**src/rtl/sector_uart_dump_pkg.sv**
```systemverilog
// Shared definitions for the sector dump controller: FSM encodings and default constants.
package sector_uart_dump_pkg;

  localparam int          BLOCK_BYTES_DEF = 512;
  localparam logic [7:0]  CMD_BYTE_DEF    = 8'h52;
  localparam logic [7:0]  ERR_BYTE_DEF    = 8'h45;

  typedef enum logic [2:0] {
    ST_IDLE,
    ST_REQ,
    ST_WAIT_RDY,
    ST_FETCH,
    ST_SEND,
    ST_WAIT_TX,
    ST_TRAIL,
    ST_ERR
  } state_t;

  typedef enum logic [1:0] {
    TX_IDLE,
    TX_SEND,
    TX_WAIT_HI,
    TX_WAIT_LO
  } tx_state_t;

endpackage

```
**src/rtl/sector_uart_dump_tx_seq.sv**
```systemverilog
// One-byte UART send handshake: strobe when idle, wait for busy high (2-cycle guard), then low.
module uart_tx_seq
  import sector_uart_dump_pkg::*;
(
  input  logic       clk,
  input  logic       rst_n,
  input  logic       go,
  input  logic [7:0] tx_byte,
  input  logic       tx_busy,
  output logic [7:0] tx_data,
  output logic       tx_stb,
  output logic       done
);

  tx_state_t state, state_nxt;
  logic      guard;

  always_ff @(posedge clk or negedge rst_n) begin
    if (!rst_n) begin
      state   <= TX_IDLE;
      guard   <= 1'b0;
      tx_data <= 8'h00;
    end else begin
      state <= state_nxt;
      guard <= (state == TX_WAIT_HI);
      if (state == TX_IDLE && go) tx_data <= tx_byte;
    end
  end

  always_comb begin
    state_nxt = state;
    case (state)
      TX_IDLE:    if (go) state_nxt = TX_SEND;
      TX_SEND:    if (!tx_busy) state_nxt = TX_WAIT_HI;
      // A UART that never reports busy must not stall the dump.
      TX_WAIT_HI: if (tx_busy || guard) state_nxt = TX_WAIT_LO;
      TX_WAIT_LO: if (!tx_busy) state_nxt = TX_IDLE;
      default:    state_nxt = TX_IDLE;
    endcase
  end

  always_comb begin
    tx_stb = (state == TX_SEND) && !tx_busy;
    done   = (state == TX_WAIT_LO) && !tx_busy;
  end

endmodule

```
**src/rtl/sector_uart_dump.sv**
```systemverilog
// Sequences one SD block read on an 'R' command and streams the 512 bytes plus a checksum over UART.
module sector_uart_dump
  import sector_uart_dump_pkg::*;
#(
  parameter int         BLOCK_BYTES    = BLOCK_BYTES_DEF,
  parameter int         ADDR_W         = 9,
  parameter logic [7:0] CMD_BYTE       = CMD_BYTE_DEF,
  parameter logic [7:0] ERR_BYTE       = ERR_BYTE_DEF,
  parameter int         TIMEOUT_CYCLES = 50_000_000
) (
  input  logic              clk,
  input  logic              rst_n,
  input  logic [7:0]        rx_data,
  input  logic              rx_valid,
  output logic              rd_req,
  input  logic              rd_ready,
  output logic [ADDR_W-1:0] buf_addr,
  input  logic [7:0]        buf_data,
  output logic [7:0]        tx_data,
  output logic              tx_stb,
  input  logic              tx_busy,
  output logic              busy,
  output logic              err_timeout
);

  localparam int                CNT_W     = (TIMEOUT_CYCLES > 1) ? $clog2(TIMEOUT_CYCLES) : 1;
  localparam logic [CNT_W-1:0]  CNT_LAST  = CNT_W'(TIMEOUT_CYCLES - 1);
  localparam logic [ADDR_W-1:0] ADDR_LAST = ADDR_W'(BLOCK_BYTES - 1);

  state_t           state, state_nxt;
  logic [CNT_W-1:0] tmo_cnt;
  logic [7:0]       checksum;
  logic             data_phase;
  logic             go;
  logic [7:0]       go_byte;
  logic             done;

  always_ff @(posedge clk or negedge rst_n) begin
    if (!rst_n) state <= ST_IDLE;
    else        state <= state_nxt;
  end

  always_comb begin
    state_nxt = state;
    case (state)
      ST_IDLE:     if (rx_valid && rx_data == CMD_BYTE) state_nxt = ST_REQ;
      ST_REQ:      state_nxt = ST_WAIT_RDY;
      ST_WAIT_RDY: begin
        if (rd_ready)                 state_nxt = ST_FETCH;
        else if (tmo_cnt == CNT_LAST) state_nxt = ST_ERR;
      end
      ST_FETCH:    state_nxt = ST_SEND;
      ST_SEND:     state_nxt = ST_WAIT_TX;
      ST_WAIT_TX: begin
        if (done) begin
          if (!data_phase)             state_nxt = ST_IDLE;
          else if (buf_addr == ADDR_LAST) state_nxt = ST_TRAIL;
          else                         state_nxt = ST_FETCH;
        end
      end
      ST_TRAIL:    state_nxt = ST_WAIT_TX;
      ST_ERR:      state_nxt = ST_WAIT_TX;
      default:     state_nxt = ST_IDLE;
    endcase
  end

  always_comb begin
    rd_req      = (state == ST_REQ) || (state == ST_WAIT_RDY);
    busy        = (state != ST_IDLE);
    err_timeout = (state == ST_ERR);
    go          = (state == ST_SEND) || (state == ST_TRAIL) || (state == ST_ERR);
    go_byte     = buf_data;
    if (state == ST_TRAIL) go_byte = checksum;
    if (state == ST_ERR)   go_byte = ERR_BYTE;
  end

  // ST_SEND is the cycle after the address was presented, so buf_data is valid here.
  always_ff @(posedge clk or negedge rst_n) begin
    if (!rst_n) begin
      tmo_cnt    <= '0;
      checksum   <= 8'h00;
      buf_addr   <= '0;
      data_phase <= 1'b0;
    end else begin
      case (state)
        ST_REQ: begin
          tmo_cnt    <= '0;
          checksum   <= 8'h00;
          buf_addr   <= '0;
          data_phase <= 1'b1;
        end
        ST_WAIT_RDY: tmo_cnt <= tmo_cnt + 1'b1;
        ST_SEND:     checksum <= checksum + buf_data;
        ST_WAIT_TX:  if (done && data_phase && buf_addr != ADDR_LAST) buf_addr <= buf_addr + 1'b1;
        ST_TRAIL,
        ST_ERR:      data_phase <= 1'b0;
        default: ;
      endcase
    end
  end

  uart_tx_seq u_tx_seq (
    .clk     (clk),
    .rst_n   (rst_n),
    .go      (go),
    .tx_byte (go_byte),
    .tx_busy (tx_busy),
    .tx_data (tx_data),
    .tx_stb  (tx_stb),
    .done    (done)
  );

endmodule

```
**config.mk**
```make
export PLATFORM = sky130hd
export DESIGN_NAME = sector_uart_dump
export DESIGN_NICKNAME = d
export VERILOG_FILES = /design/src/rtl/sector_uart_dump_pkg.sv /design/src/rtl/sector_uart_dump_tx_seq.sv /design/src/rtl/sector_uart_dump.sv
export SDC_FILE = /design/constraint.sdc
export NUM_CORES = 1
export LEC_CHECK = 0
export ABC_AREA = 1
export BUFFER_PORTS_ARGS = -buffer_cell sky130_fd_sc_hd__buf_2
export CAP_MARGIN = 40
export CORE_UTILIZATION = 40
export CTS_BUF_LIST = sky130_fd_sc_hd__clkbuf_8
export CTS_CLUSTER_DIAMETER = 200
export DETAILED_ROUTE_END_ITERATION = 7
export GPL_ROUTABILITY_DRIVEN = 0
export HOLD_SLACK_MARGIN = 0.1
export SLEW_MARGIN = 15
export SYNTH_ARGS = -nofsm -noshare
export SYNTH_HDL_FRONTEND = slang
export SYNTH_SLANG_ARGS = --single-unit
```
**constraint.sdc**
```tcl
create_clock -name clk -period 4.6 [get_ports clk]
set_clock_uncertainty 0.2 [all_clocks]
set_input_delay 0.92 -clock clk [delete_from_list [all_inputs] [get_ports clk]]
set_output_delay 0.92 -clock clk [all_outputs]
set_load 0.1 [all_outputs]
```
==> results by group <==
Worst setup path
  • CP arrival: 2.12 ns
  • Critical path endpoint category: primary output
  • Reg2reg path depth: 10
  • CP Launch Type: register
  • Critical Setup Path Class: reg2out
  • Crit-path max FO: 20
  • Worst path max stage delay: about 0.52 ns
  • Critical path, cell by cell: inv_4, nor2_4, inv_2, nor2_4, inv_2, nand2_2, buf_2
  • CP required: between 3 and 4 ns
  • Slowest-stage cell, CP: dfrtp_1

Yosys
  • Ranking of synthesized cells by area: dfrtp_1, nand2_1, inv_1
  • FF+latch count, synth: 58
  • Asr flop ratio synth: 100.0%
  • Top cell type's share of synthesized area: between 40% and 50%
  • Post-synth cell types: 34
  • Syn_area_per_cell: 7.318 sq um
  • Number of synthesized flops with an enable pin: 0
  • Most frequent cell after synthesis: nand2_1
  • Top cells by count, synth: nand2_1, inv_1, nor2_1
  • Ys flop type: dfrtp_1
  • Cell count after synthesis: 490
  • Synth Warn #: 0
  • Part of the Yosys area used for sequential elements: between 40% and 50%
  • Syn_nets: around 530
  • Yosys top cell by area: dfrtp_1
  • Mapped Area: ~0.0036 sq mm

Placed design
  • Post-detail-place hpwl: roughly 6.4 mm
  • Placed Cells: between 600 and 700
  • IO Port Bufs: 41

GRT
  • Global route total overflow: 0
  • Pin count of the biggest net entering global routing: 36
  • First-pass GRT wire length: 14.55 mm
  • Tot GR Track Use: between 10% and 20%
  • Initial antenna violation count: 0
  • Vias in the first global route: 3,247

Detailed routing
  • Routed Wire Length: 8.295 mm
  • Vias per Instance: 5.128
  • Met2 WL: a little under 4 mm
  • DR pass1 iterations: 4
  • Drt drc: 0
  • Metal3 WL: between 200 and 300 um
  • Metal-1 WL: 3.963 mm
  • Vias: around 3.3k
  • DR WL/cell: between 10 and 15 um
  • Detail Route Antenna Nets: 0
  • Highest Signal Layer: met4
  • Starting DRT DRC Count: between 200 and 250

CTS
  • CTS root buf: clkbuf_8
  • Clock Path Buffers: 2
  • CTS tree: yes
  • CTS H-Tree Depth: 3
  • Clk_lat worst skew: roughly 0.35 ns
  • Post-CTS Setup Inserts: 0
  • Post-cts resize count: 0
  • CTS clock-pin slew for the worst setup and hold paths: approximately 0.080 ns
  • Sink Count: 58
  • Total CTS buffers: 9
  • Hold-fix buffers, CTS: 0

STA
  • Fmax: just over 300 MHz
  • Setup_tns: 0 ns
  • Fin crit period: roughly 3.2 ns
  • Endpoints failing hold: 0
  • RSZ-0062 raised after global routing: no
  • Final setup fails: 0
  • Worst slew pin tran: ~0.53 ns
  • Hold slack: about 0.31 ns
  • Count of pins over their slew limit: 0
  • Max-slew headroom: roughly 65%
  • Period utilization: a little over 70%

Layout
  • Layout cells sized above 1: 14.58%
  • Antenna Cells: 0
  • Filler cells: 884
  • Post-Layout Cell Count: 650
  • Reg area: between 0.001 and 0.0015 sq mm
  • Multi-input gate area: ~0.0018 sq mm
  • Final nets: between 500 and 600
  • Layout area overhead: 13.08%

Power and ir drop
  • PwrDens: ~550 mW/mm^2
  • Leak pwr: around 0.0020 uW
  • Max VDD drop: between 300 and 400 uV

Die
  • Initial core utilization: between 40 and 50%
  • Die X: just under 100 um
  • FP Rows: 34
  • DIE AREA: between 0.009 and 0.01 sq mm
  • I/O pins: 42
  • Core Footprint: 0.008721 sq mm
  • Height of the die: roughly 97 um

Min path
  • Hold Crit Depth: 2
  • Worst min-delay path class: reg2reg

Status
  • Status: finished clean

Job
  • Max Cap Viol: 0
[report_power, final]
group	leakage, uW	internal (uW)	switching (uW)
sequential	0.000773	611	86.2
combinational	0.00119	239	854
clock	0.0000858	198	231
[cell usage in the layout (no fill, tap or decap), types with 3 or more instances in the layout]
cell type / n
a21oi_1: 15
dfrtp_1: 58
buf_2: 41
clkinv_4: 3
o21ai_0: 42
ha_1: 15
nand2_2: 4
nand4_1: 10
o22ai_1: 5
xnor2_1: 3
o21ai_1: 7
inv_1: 65
xor2_1: 6
nor2_1: 60
nand3_1: 41
clkbuf_8: 9
nor3_1: 8
nand2_1: 121
inv_2: 4
[per-stage QoR]
stage               setup WS (ns)  total power (uW)  area [sq um]  utilization [%]
finish                      1.362              2220          4055            46.50
global placement            1.788              1787          3876            44.45
CTS                         1.328              2241          4055            46.50
floorplan                   1.307              1611          3586                -
detailed placement          1.732              1806          3876            44.45
global route                1.204              2383          4055            46.50
[area by class of cell]
class	count	share of cell area (%)
multi-input cells	355	44.52
flip-flops and latches	58	35.79
inverters	71	6.695
repair buffers	42	5.245
well taps	108	3.332
clock buffers	9	3.055
clock inverters	7	1.358
[state kept, by name, summed over array words and instances (netlist names)]
register,cells
checksum,8
state,3
u_tx_seq.state,2
u_tx_seq.guard,1
buf_addr,9
tmo_cnt,26
u_tx_seq.tx_data,8
data_phase,1
[critical path: cells and delay by family, from the launching register on]
kind / cells / cell delay [ns]
buf+inv: 4 / 0.79
flops: 1 / 0.52
simple gates: 3 / 0.45
[layer usage]
metal | GRT usage [%] | vias up
met1 | 24.71 | 1569
met5 | 0 | -
met2 | 31.37 | 73
met3 | 3.757 | 14
li1 | - | 1677
met4 | 8.037 | 0
[path summary, 6_finish.rpt]
kind	end	from	slack, ns
max reg2reg	state[0]	buf_addr[0]	2.37
max	rd_req	state[0]	1.36
min reg2reg	u_tx_seq.tx_data[1]	u_tx_seq.tx_data[1]	0.31
max in group asynchronous	tmo_cnt[14]	rst_n	2.99
min	u_tx_seq.tx_data[1]	u_tx_seq.tx_data[1]	0.31
min in group asynchronous	buf_addr[2]	rst_n	0.34
[cells by family after synthesis]
kind of cell,synth area share (%)
buf+inv,9.176
simple gates,31.23
compound gates,11.13
xor+xnor,2.198
fa+ha+maj,5.792
flops,40.47
Power figures use the tool's default switching activity.
